===== src/rtl/rr_arb_mux.sv =====
// rr_arb_mux: round-robin or fixed-priority N:1 arbiter feeding a registered output stage
module rr_arb_mux #(
    parameter int WIDTH    = 16,
    parameter int CHANNELS = 16,
    parameter int MODE     = 0,
    parameter int SELW     = $clog2(CHANNELS)
) (
    input  logic                      clk,
    input  logic                      rst_n,
    input  logic [CHANNELS-1:0]       in_valid,
    input  logic [CHANNELS*WIDTH-1:0] in_data,
    output logic [CHANNELS-1:0]       in_ready,
    output logic                      out_valid,
    output logic [WIDTH-1:0]          out_data,
    output logic [SELW-1:0]           out_sel,
    input  logic                      out_ready
);
    logic            out_valid_q, out_valid_d;
    logic [WIDTH-1:0] out_data_q, out_data_d;
    logic [SELW-1:0] out_sel_q, out_sel_d;
    logic [SELW-1:0] ptr_q, ptr_d;
    logic [SELW-1:0] start_idx, gnt_idx;
    logic            gnt_any, free, take;
    assign free      = !out_valid_q || out_ready;
    assign start_idx = (MODE == 0) ? ptr_q : '0;
    // Scan backwards so the last hit is the first valid channel in search order
    always_comb begin
        gnt_any = 1'b0;
        gnt_idx = '0;
        for (int k = CHANNELS - 1; k >= 0; k--) begin
            if (in_valid[(int'(start_idx) + k) % CHANNELS]) begin
                gnt_any = 1'b1;
                gnt_idx = SELW'((int'(start_idx) + k) % CHANNELS);
            end
        end
    end
    assign take     = rst_n && free && gnt_any;
    assign in_ready = take ? (CHANNELS'(1) << gnt_idx) : '0;
    always_comb begin
        out_valid_d = free ? gnt_any : out_valid_q;
        out_data_d  = take ? in_data[int'(gnt_idx)*WIDTH +: WIDTH] : out_data_q;
        out_sel_d   = take ? gnt_idx : out_sel_q;
        ptr_d       = (take && MODE == 0)
                    ? ((int'(gnt_idx) == CHANNELS - 1) ? '0 : gnt_idx + SELW'(1))
                    : ptr_q;
    end
    always_ff @(posedge clk) begin
        if (!rst_n) begin
            out_valid_q <= 1'b0;
            out_data_q  <= '0;
            out_sel_q   <= '0;
            ptr_q       <= '0;
        end else begin
            out_valid_q <= out_valid_d;
            out_data_q  <= out_data_d;
            out_sel_q   <= out_sel_d;
            ptr_q       <= ptr_d;
        end
    end
    assign out_valid = out_valid_q;
    assign out_data  = out_data_q;
    assign out_sel   = out_sel_q;
endmodule


===== config.mk =====
export PLATFORM = sky130hd
export DESIGN_NAME = rr_arb_mux
export DESIGN_NICKNAME = d
export VERILOG_FILES = /design/src/rtl/rr_arb_mux.sv
export SDC_FILE = /design/constraint.sdc
export NUM_CORES = 1
export LEC_CHECK = 0
export BUFFER_PORTS_ARGS = -buffer_cell sky130_fd_sc_hd__buf_4
export CELL_PAD_IN_SITES_DETAIL_PLACEMENT = 0
export CELL_PAD_IN_SITES_GLOBAL_PLACEMENT = 1
export CORE_MARGIN = 2
export CORE_UTILIZATION = 29
export DETAILED_ROUTE_END_ITERATION = 8
export GPL_TIMING_DRIVEN = 0
export PLACE_DENSITY_LB_ADDON = 0.2
export RECOVER_POWER = 50
export SETUP_SLACK_MARGIN = 0.1
export SLEW_MARGIN = 15
export SYNTH_ARGS = -nofsm -noshare
export SYNTH_HDL_FRONTEND = slang
export SYNTH_SLANG_ARGS = --single-unit

===== constraint.sdc =====
create_clock -name clk -period 5.1 [get_ports clk]
set_input_delay 1.02 -clock clk [delete_from_list [all_inputs] [get_ports clk]]
set_output_delay 1.02 -clock clk [all_outputs]
set_load 0.05 [all_outputs]

==> results of run 1 <==
==> routing by layer <==
layer | share of wire, % | track usage [%] | wire, um | up-vias
li1 | - | - | - | 3404
met1 | 39 | 34.8 | 11800 | 3577
met2 | 52 | 51.5 | 15800 | 337
met3 | 5.5 | 2.65 | 1670 | 62
met4 | 3.6 | 7.82 | 1090 | 0
met5 | 0 | 0 | 0 | -
==> kinds of logic (layout without fill, tap and decap cells) <==
logic type      count (synthesis)  in the layout
compound gates                159            159
xor+xnor                       12             12
fa+ha+maj                       9              9
buf+inv                        62            436
flops                          25             25
mux                           221            221
simple gates                  197            197
==> critical path: stages, from the launching register on <==
cell and delay [ns]:
dfxtp_4 0.36, buf_8 0.10, buf_12 0.10, clkinvlp_4 0.12, ha_4 0.30, buf_8 0.13
buf_8 0.12, mux4_2 0.35, buf_6 0.15, mux4_2 0.47, nor3b_2 0.17, o221a_1 0.25
o41ai_2 0.24, and3_1 0.22, buf_6 0.14, inv_6 0.04, buf_8 0.12, buf_12 0.12
ha_4 0.18, ha_4 0.16, nand2_4 0.07, nor2_4 0.04, buf_8 0.15
==> synth_stat cells (4+ instances only) <==
cell	instances	area [sq um]
nand2_1	65	244
o21bai_1	4	30.0
a211oi_1	5	37.5
a221oi_1	8	70.1
nor4_2	7	87.6
dfxtp_1	25	500
a311oi_1	4	35.0
nor3_1	9	45.0
nand3_1	13	65.1
a32o_1	6	60.1
a31oi_1	4	25.0
nor4_1	7	43.8
and3_1	8	50.1
mux2i_1	165	1650
a21oi_1	37	185
xor2_1	4	35.0
o31ai_1	5	37.5
buf_4	17	128
o211ai_1	6	45.0
buf_2	16	80.1
nand2b_1	9	56.3
mux2_2	35	394
mux4_2	18	405
a32oi_1	4	35.0
a211o_1	6	52.6
a22o_1	6	52.6
inv_1	7	26.3
o22ai_1	18	113
ha_1	9	113
clkbuf_1	12	45.0
nand4_1	6	37.5
buf_6	5	56.3
nor2_1	51	191
o21ai_0	12	60.1
xnor2_1	6	52.6
a21o_1	4	30.0
==> how the worst max path moves through the flow <==
stage	start	end	slack (ns)
2_1_floorplan	ptr_q[1]$_SDFFE_PN0P_	in_ready[15]	0.09
3_3_place_gp	ptr_q[1]$_SDFFE_PN0P_	in_ready[5]	-1.17
3_5_place_dp	ptr_q[1]$_SDFFE_PN0P_	in_ready[5]	-1.14
4_1_cts	ptr_q[1]$_SDFFE_PN0P_	in_ready[7]	-0.36
5_1_grt	ptr_q[1]$_SDFFE_PN0P_	in_ready[7]	-0.43
6_report	ptr_q[1]$_SDFFE_PN0P_	in_ready[7]	-0.31
==> power groups by stage <==
stage | Clock, mW | Combinational, mW | Sequential (mW)
after floorplan | 0 | 5.00 | 0.588
after global placement | 0 | 7.09 | 0.361
after detailed placement | 0 | 7.07 | 0.360
after CTS | 0.192 | 8.02 | 0.357
after global routing | 0.203 | 8.88 | 0.363
final | 0.188 | 8.40 | 0.356
==> repair_timing <==
item                                    CTS  global route
gates resized for setup                 116            41
buffers inserted                         49            15
endpoints found under the setup margin   33            16
pin swaps                                28            19
gates cloned                              1             0
==> layout make-up <==
cell class                      count  area, sq um  share of cell area, %
Buffer                             47          477                   4.87
Clock buffer                        3         75.1                  0.767
Clock inverter                      1         5.00                 0.0512
Inverter                           10         61.3                  0.627
Multi-Input combinational cell    598         5470                   55.9
Sequential cell                    25          507                   5.18
Tap cell                          265          332                   3.39
Timing Repair Buffer              375         2850                   29.2
==> flip-flops by register name, indices dropped and copies added, names as in the netlist <==
name,cells
out_sel,4
out_valid,1
ptr_q,4
out_data,16
==> metrics by stage <==
step / setup WS, ns / area, sq um
2_1_floorplan: 0.0883 / 5980
3_3_place_gp: -1.17 / 8640
3_5_place_dp: -1.14 / 8640
4_1_cts: -0.364 / 9580
5_1_grt: -0.433 / 9780
6_report: -0.312 / 9780
==> impl_metrics.py, run 1 <==
metrics = {
    "clock_tree": {
        "clk_path_buf_depth": 2,
        "cts_made_buffers": 3,
        "path_clk_slew_ns": 0.07,
        "htree_num_levels": 1,
        "cts_tree": "built",
        "ctsHoldBuffers": 0,
        "clk_latency_ns": 0.27,
        "cts_root_buf": "clkbuf_16",
        "clock-sinks": 25,
    },
    "min_path": {
        "hold_depth": 2,
        "hold_path_startpoint": "out_sel[3]$_SDFFE_PN0P_",
        "holdCritPathClass": "reg2reg",
        "min_to": "out_sel[3]$_SDFFE_PN0P_",
    },
    "synthesis": {
        "synth_edf_count": 0,
        "synth-adder-area-share_pct": 1.97,
        "async_reset_ff_share_pct": 0,
        "yosysSeqAreaShare_pct": 8.76,
        "synth-compound-area-share_pct": 19.9,
        "ys_types": 76,
        "ys_warn_count": 0,
        "netlist_area_sq_mm": 0.00571,
        "syn_inst": 685,
        "synth_ff_type": "dfxtp_1",
        "synth-seq-cells": 25,
        "synth_xor_area_share_pct": 2.10,
        "synth_top_family_by_area": "multiplexers",
        "synthMuxAreaShare_pct": 43.7,
        "synth.avg_cell_area_sq_um": 8.34,
        "synth-simple-area-share_pct": 17.3,
        "syn_nets": 969,
    },
    "power": {
        "p_int_mw": 4.11,
        "power.total_mw": 8.95,
        "power_density_mw_per_mm2": 914,
        "p_seq_share_pct": 4.0,
        "power.clock.fraction_pct": 2.1,
        "p_comb_share_pct": 93.9,
        "switching_share_pct": 54.0,
        "leakagePower_nw": 4.28,
        "p_sw_mw": 4.83,
        "peakVddDrop_v": 0.000408,
    },
    "finish": {
        "layout_commonest_cell": "buf_4",
        "drive_gt1_share_pct": 52.9,
        "syn2layout_area_growth_pct": 71.3,
        "stdcell_count": 1324,
        "postLayoutCoreUtil_pct": 50.4,
        "layout_common_cells": "buf_4 (346), mux2i_1 (149), nand2_1 (62)",
        "antenna_cells": 0,
        "fin_nets": 1344,
        "n_fill_cell": 1965,
    },
    "grt": {
        "grt_pass1_wl_um": 43800,
        "grt_pass1_vias": 7357,
        "antenna_found_initial": 0,
        "grt_start_max_net_pins": 20,
        "grt.overflow.total": 0,
        "grt_use_total_pct": 28.1,
    },
    "sta": {
        "period_share_pct": 106,
        "maxSlewViolCount": 0,
        "fin_skew_ns": 0.00520,
        "setup_violations": 16,
        "worst_hold_slack_ns": 0.449,
        "timing.setup.tns_ns": -3.65,
        "finalHoldViolations": 0,
        "rsz0062_at_grt": "yes",
        "worst_slew_pin_slew_ns": 0.917,
        "min_period_ns": 5.41,
        "slew_headroom_pct": 38.3,
        "setup_ws_ns": -0.312,
        "fmax_mhz": 185,
    },
    "run_status": {
        "status": "finished with violations",
        "violations": "negative setup slack",
    },
    "drt": {
        "vias_per_cell": 5.57,
        "wire_per_inst_um": 23.0,
        "ant_nets": 0,
        "num_vias": 7380,
        "drc_errors": 0,
        "initialDrtViolationCount": 548,
        "routed_wl_um": 30400,
        "drt-pass1-iter-count": 5,
    },
    "critical_path": {
        "crit_fanout": 5,
        "worstSetupPathType": "reg2out",
        "r2r-start": "ptr_q[1]$_SDFFE_PN0P_",
        "cp-end-kind": "output pin",
        "rr_endpoint": "out_data[7]$_SDFFE_PN0P_",
        "arrival_ns": 4.39,
        "r2r_cells": 21,
        "ff2ff_setup_slack_ns": 0.44,
        "setup.worst_path.start_class": "flop",
        "cp.required_ns": 4.08,
    },
    "floorplanning": {
        "die_h_um": 144,
        "die_w_um": 144,
        "initial_core_util_pct": 29.4,
        "rows": 51,
        "fp.dieArea_sq_mm": 0.0208,
        "ioPinCount": 312,
        "core_area_sq_mm": 0.0194,
    },
    "placement": {
        "hpwl_um": 24300,
        "gp_congestion": 0.958,
        "port_buffers": 310,
        "dp.cells": 1260,
    },
    "run": {
        "drv_cap": 0,
    },
}
(Power assumes the default switching activity.)
==> run 2: changes to the inputs <==
- CORE_ASPECT_RATIO: not set -> 1.1
==> run 2 against run 1 <==
The flow still finishes with violations (negative setup slack). Sequential power about the same. Critical path depth unchanged. Register-to-register slack lost 0.20 ns. Core utilization up 0.94 points. Global-route usage up 0.52 points. Highest routed layer unchanged.
==> impl_metrics.py, run 2 (synthesized netlist as in run 1, its figures left out) <==
metrics = {
    "finish": {
        "n_fill_cell": 1964,
        "register_area_sq_um": 507,
        "fin_nets": 1345,
        "stdcell_count": 1307,
        "layout_commonest_cell": "buf_4",
        "multi_input_area_sq_mm": 0.00551,
        "drive_gt1_share_pct": 53.7,
        "syn2layout_area_growth_pct": 73.0,
        "layout_common_cells": "buf_4 (347), mux2i_1 (146), nand2_1 (62)",
        "largest_register_ffs": 16,
        "postLayoutCoreUtil_pct": 51.4,
        "antenna_cells": 0,
    },
    "placement": {
        "port_buffers": 310,
        "hpwl_um": 24500,
        "post-place-ws_ns": -1.10,
        "gp_congestion": 0.953,
        "dp.cells": 1242,
    },
    "drt": {
        "wire_per_inst_um": 24.1,
        "num_vias": 7329,
        "routed_wl_um": 31400,
        "vias_per_cell": 5.61,
        "drc_errors": 0,
        "ant_nets": 0,
        "initialDrtViolationCount": 560,
        "drt-pass1-iter-count": 5,
    },
    "sta": {
        "setup_violations": 16,
        "rsz0062_at_grt": "yes",
        "period_share_pct": 106,
        "finalHoldViolations": 0,
        "min_period_ns": 5.39,
        "fin_skew_ns": 0.00340,
        "worst_slew_pin_slew_ns": 0.878,
        "slew_headroom_pct": 40.9,
        "maxSlewViolCount": 0,
        "fmax_mhz": 185,
        "setup_ws_ns": -0.294,
    },
    "grt": {
        "grt_pass1_wl_um": 44300,
        "grt.overflow.total": 0,
        "grt_start_max_net_pins": 20,
        "grt_use_total_pct": 28.6,
        "grt_pass1_vias": 7356,
        "antenna_found_initial": 0,
    },
    "critical_path": {
        "cp.required_ns": 4.08,
        "arrival_ns": 4.37,
        "crit_fanout": 7,
        "ff2ff_setup_slack_ns": 0.24,
        "cp-end-kind": "output pin",
        "setup.worst_path.start_class": "flop",
        "worstSetupPathType": "reg2out",
        "r2r_cells": 22,
    },
    "power": {
        "power.total_mw": 9.29,
        "power_density_mw_per_mm2": 940,
        "peakVddDrop_v": 0.000495,
        "leakagePower_nw": 4.32,
    },
    "run_status": {
        "violations": "negative setup slack",
        "status": "finished with violations",
    },
    "floorplanning": {
        "fp.dieArea_sq_mm": 0.0208,
        "die_h_um": 151,
        "rows": 53,
        "initial_core_util_pct": 29.7,
        "ioPinCount": 312,
        "core_area_sq_mm": 0.0192,
        "die_w_um": 138,
    },
    "min_path": {
        "holdCritPathClass": "reg2reg",
        "hold_depth": 2,
    },
    "clock_tree": {
        "clk_latency_ns": 0.27,
        "ctsHoldBuffers": 0,
        "path_clk_slew_ns": 0.07,
        "cts_tree": "built",
        "cts_root_buf": "clkbuf_16",
        "cts_made_buffers": 3,
        "htree_num_levels": 1,
        "clk_path_buf_depth": 2,
        "clock-sinks": 25,
    },
    "run": {
        "drv_cap": 0,
    },
}
-- run 2: cell types whose count changed in the layout (fill, tap and decap cells not counted), moves of 3 or more --
cell	change
nor2_2	+3
mux2i_1	-3
mux2i_4	+3
buf_8	+3
buf_6	-4
-- run 2: routing by layer --
layer / GRT usage, % / share of wire (%) / vias up
met3: 3.95 / 5.7 / 60
met1: 34.7 / 38 / 3514
met5: 0 / 0 / -
li1: - / - / 3410
met2: 51.3 / 52 / 345
met4: 10.2 / 3.7 / 0
-- run 2: power by group --
group / internal, mW / switching (mW)
Sequential: 0.290 / 0.0630
Combinational: 3.92 / 4.82
Clock: 0.106 / 0.0853
-- run 2: critical path, cell delays in order, from the launching register on --
cell and delay [ns]:
dfxtp_4 0.36, buf_8 0.09, buf_12 0.10, clkinvlp_4 0.12, ha_4 0.30, buf_8 0.13, buf_8 0.12, mux4_2 0.38
mux2_4 0.34, mux2_4 0.29, buf_4 0.14, a21oi_1 0.17, a311oi_2 0.08, nor3_1 0.23, o31a_1 0.19, buf_6 0.13
buf_12 0.10, buf_12 0.13, ha_4 0.18, ha_4 0.15, nand2_4 0.06, nor2_4 0.12, buf_6 0.17
-- run 2: cell type report --
type | count | share of cell area (%)
plain buffers | 47 | 5.24
clock buffers | 3 | 0.760
clock inverters | 1 | 0.0507
inverters | 10 | 0.671
multi-input cells | 598 | 55.8
flip-flops and latches | 25 | 5.13
well taps | 247 | 3.13
repair buffers | 376 | 29.2
-- run 2: path summary, 6_finish.rpt --
check                           from                        to
max            ptr_q[1]$_SDFFE_PN0P_              in_ready[15]
min          out_sel[3]$_SDFFE_PN0P_   out_sel[3]$_SDFFE_PN0P_
max reg2reg    ptr_q[1]$_SDFFE_PN0P_  out_data[1]$_SDFFE_PN0P_
min reg2reg  out_sel[3]$_SDFFE_PN0P_   out_sel[3]$_SDFFE_PN0P_
-- run 2: repair_timing --
action / 4_1_cts / 5_1_grt
setup endpoints to repair: 32 / 17
pin swaps: 33 / 22
setup buffers: 55 / 10
resized for setup: 129 / 49
cloned: 1 / 0
-- run 2: stage by stage --
| stage | setup TNS, ns | hold WS, ns | instance area, sq um |
|---|---|---|---|
| 2_1_floorplan | 0 | 0.659 | 5980 |
| 3_3_place_gp | -17.19 | 0.436 | 8620 |
| 3_5_place_dp | -16.60 | 0.443 | 8620 |
| 4_1_cts | -2.68 | 0.455 | 9660 |
| 5_1_grt | -5.06 | 0.471 | 9880 |
| 6_report | -3.69 | 0.456 | 9880 |
==> run 3: changes to the inputs <==
- RECOVER_POWER: 50 -> 25
==> run 3 against run 2 <==
The run still ends with negative setup slack left. Flip-flop and latch count is the same. Critical path depth unchanged. Via count up 0.27%. Sequential power barely moved. Combinational power barely moved. First-iteration DRC count is 0.18% lower. Global-route usage is the same. Critical path type unchanged. Clock power barely moved. Core utilization increased by 0.20 points. Wire length is 0.14% lower. Sequential share of layout area hardly changed. Total power up 0.27%.
==> impl_metrics.py, run 3 (synthesized netlist as in run 1, its figures left out) <==
metrics = {
    "run_status": {
        "status": "finished with violations",
        "violations": "negative setup slack",
    },
    "sta": {
        "slew_headroom_pct": 38.7,
        "rsz0062_at_grt": "yes",
        "min_period_ns": 5.40,
        "finalHoldViolations": 0,
        "setup_ws_ns": -0.300,
        "period_share_pct": 106,
        "fmax_mhz": 185,
        "worst_slew_pin_slew_ns": 0.911,
        "setup_violations": 16,
        "fin_skew_ns": 0.00343,
        "timing.setup.tns_ns": -3.76,
        "maxSlewViolCount": 0,
    },
    "placement": {
        "port_buffers": 310,
        "gp_congestion": 0.953,
        "post-place-ws_ns": -1.10,
        "place_area_sq_mm": 0.00862,
        "hpwl_um": 24500,
    },
    "drt": {
        "initialDrtViolationCount": 559,
        "wire_per_inst_um": 24.0,
        "ant_nets": 0,
        "drc_errors": 0,
        "vias_per_cell": 5.62,
        "drt-pass1-iter-count": 5,
        "num_vias": 7349,
        "routed_wl_um": 31400,
    },
    "min_path": {
        "min_to": "out_sel[3]$_SDFFE_PN0P_",
        "hold_depth": 2,
        "holdCritPathClass": "reg2reg",
        "hold_path_startpoint": "out_sel[3]$_SDFFE_PN0P_",
    },
    "power": {
        "p_comb_share_pct": 94.1,
        "p_sw_mw": 4.97,
        "switching_share_pct": 53.4,
        "leakagePower_nw": 4.36,
        "p_seq_share_pct": 3.8,
        "p_int_mw": 4.34,
        "power_density_mw_per_mm2": 939,
        "peakVddDrop_v": 0.000495,
        "power.clock.fraction_pct": 2.1,
    },
    "clock_tree": {
        "cts_tree": "built",
        "clk_path_buf_depth": 2,
        "htree_num_levels": 1,
        "path_clk_slew_ns": 0.07,
        "clk_latency_ns": 0.27,
        "clock-sinks": 25,
        "cts_root_buf": "clkbuf_16",
        "cts_made_buffers": 3,
        "ctsHoldBuffers": 0,
    },
    "finish": {
        "fin_nets": 1345,
        "n_fill_cell": 1957,
        "drive_gt1_share_pct": 54.6,
        "layout_commonest_cell": "buf_4",
        "postLayoutCoreUtil_pct": 51.6,
        "largest_register_ffs": 16,
        "antenna_cells": 0,
        "layout_common_cells": "buf_4 (357), mux2i_1 (146), nand2_1 (62)",
        "final_area_sq_mm": 0.00992,
        "syn2layout_area_growth_pct": 73.6,
    },
    "critical_path": {
        "cp-end-kind": "output pin",
        "r2r-start": "ptr_q[1]$_SDFFE_PN0P_",
        "cp.required_ns": 4.08,
        "arrival_ns": 4.38,
        "r2r_cells": 22,
        "path_cells": "buf_8, buf_12, clkinvlp_4, ha_4, buf_8, buf_8, mux4_2, mux2_4, mux2_4, buf_4, a21oi_1, a311oi_2, nor3_1, o31a_1, buf_6, buf_12, buf_12, ha_4, ha_4, nand2_4, nor2_4, buf_6",
        "max_stage_delay_ns": 0.38,
        "rr_endpoint": "out_data[1]$_SDFFE_PN0P_",
        "ff2ff_setup_slack_ns": 0.24,
        "worstSetupPathType": "reg2out",
        "slowest_stage": "mux4_2",
        "crit_fanout": 7,
        "setup.worst_path.start_class": "flop",
    },
    "run": {
        "drv_cap": 0,
    },
    "floorplanning": {
        "initial_core_util_pct": 29.7,
        "rows": 53,
        "core_area_sq_mm": 0.0192,
        "die_w_um": 138,
        "fp.dieArea_sq_mm": 0.0208,
        "ioPinCount": 312,
        "die_h_um": 151,
    },
    "grt": {
        "grt_pass1_wl_um": 44300,
        "antenna_found_initial": 0,
        "grt.overflow.total": 0,
        "grt_start_max_net_pins": 20,
        "grt_use_total_pct": 28.6,
        "grt_pass1_vias": 7356,
    },
}
run 3: changes by cell type in the layout (fill, tap and decap cells not counted), sizes merged:
cell,delta
buf,+10
clkbuf,-10
run 3: layout make-up:
class	instances	area [sq um]	area share, %
Buffer	47	518	5.22
Clock buffer	3	75.1	0.757
Clock inverter	1	5.00	0.0505
Inverter	10	66.3	0.669
Multi-Input combinational cell	598	5510	55.6
Sequential cell	25	507	5.11
Tap cell	247	309	3.12
Timing Repair Buffer	376	2920	29.5
run 3: power groups by stage:
stage                     registers [mW]  logic [mW]  clock network, mW
after floorplan                    0.588        5.00                  0
after global placement             0.354        7.11                  0
after detailed placement           0.354        7.09                  0
after CTS                          0.353        8.36              0.192
after global routing               0.362        9.19              0.197
final                              0.354        8.76              0.193
run 3: per-layer routing:
metal,GRT usage [%],up-vias,wire length [um]
met1,34.7,3503,12000
met4,10.2,0,1310
li1,-,3412,-
met5,0,-,0
met3,3.95,76,1790
met2,51.3,358,16300
run 3: how the worst max path moves through the flow:
stage,start,to,slack (ns),cells after the start
3_5_place_dp,ptr_q[1]$_SDFFE_PN0P_,in_ready[4],-1.10,18
5_1_grt,ptr_q[1]$_SDFFE_PN0P_,in_ready[7],-0.36,22
3_3_place_gp,ptr_q[1]$_SDFFE_PN0P_,in_ready[4],-1.09,18
2_1_floorplan,ptr_q[1]$_SDFFE_PN0P_,in_ready[15],0.09,22
6_report,ptr_q[1]$_SDFFE_PN0P_,in_ready[15],-0.30,22
4_1_cts,ptr_q[1]$_SDFFE_PN0P_,in_ready[7],-0.26,23
run 3: metrics by stage:
step	total power, mW	hold slack, ns	instances
4_1_cts	8.90	0.455	1298
2_1_floorplan	5.59	0.659	685
3_3_place_gp	7.46	0.436	1242
3_5_place_dp	7.45	0.443	1242
5_1_grt	9.75	0.471	1307
6_report	9.31	0.456	1307
run 3: worst max-delay path, delay by kind of cell (launching register included):
family / cells / cell delay [ns]
adders and majority gates: 3 / 0.63
DFF: 1 / 0.36
AOI/OAI and AO/OA: 3 / 0.44
and+or+nand+nor: 3 / 0.41
buffers and inverters: 10 / 1.24
muxes: 3 / 1.01
run 3: what timing repair did:
| action | 4_1_cts | 5_1_grt |
|---|---|---|
| pin swaps | 33 | 22 |
| setup buffers | 55 | 10 |
| endpoints found under the setup margin | 32 | 17 |
| cloned | 1 | 0 |
| gates resized for setup | 129 | 49 |
| hold endpoints to repair | 0 | 0 |
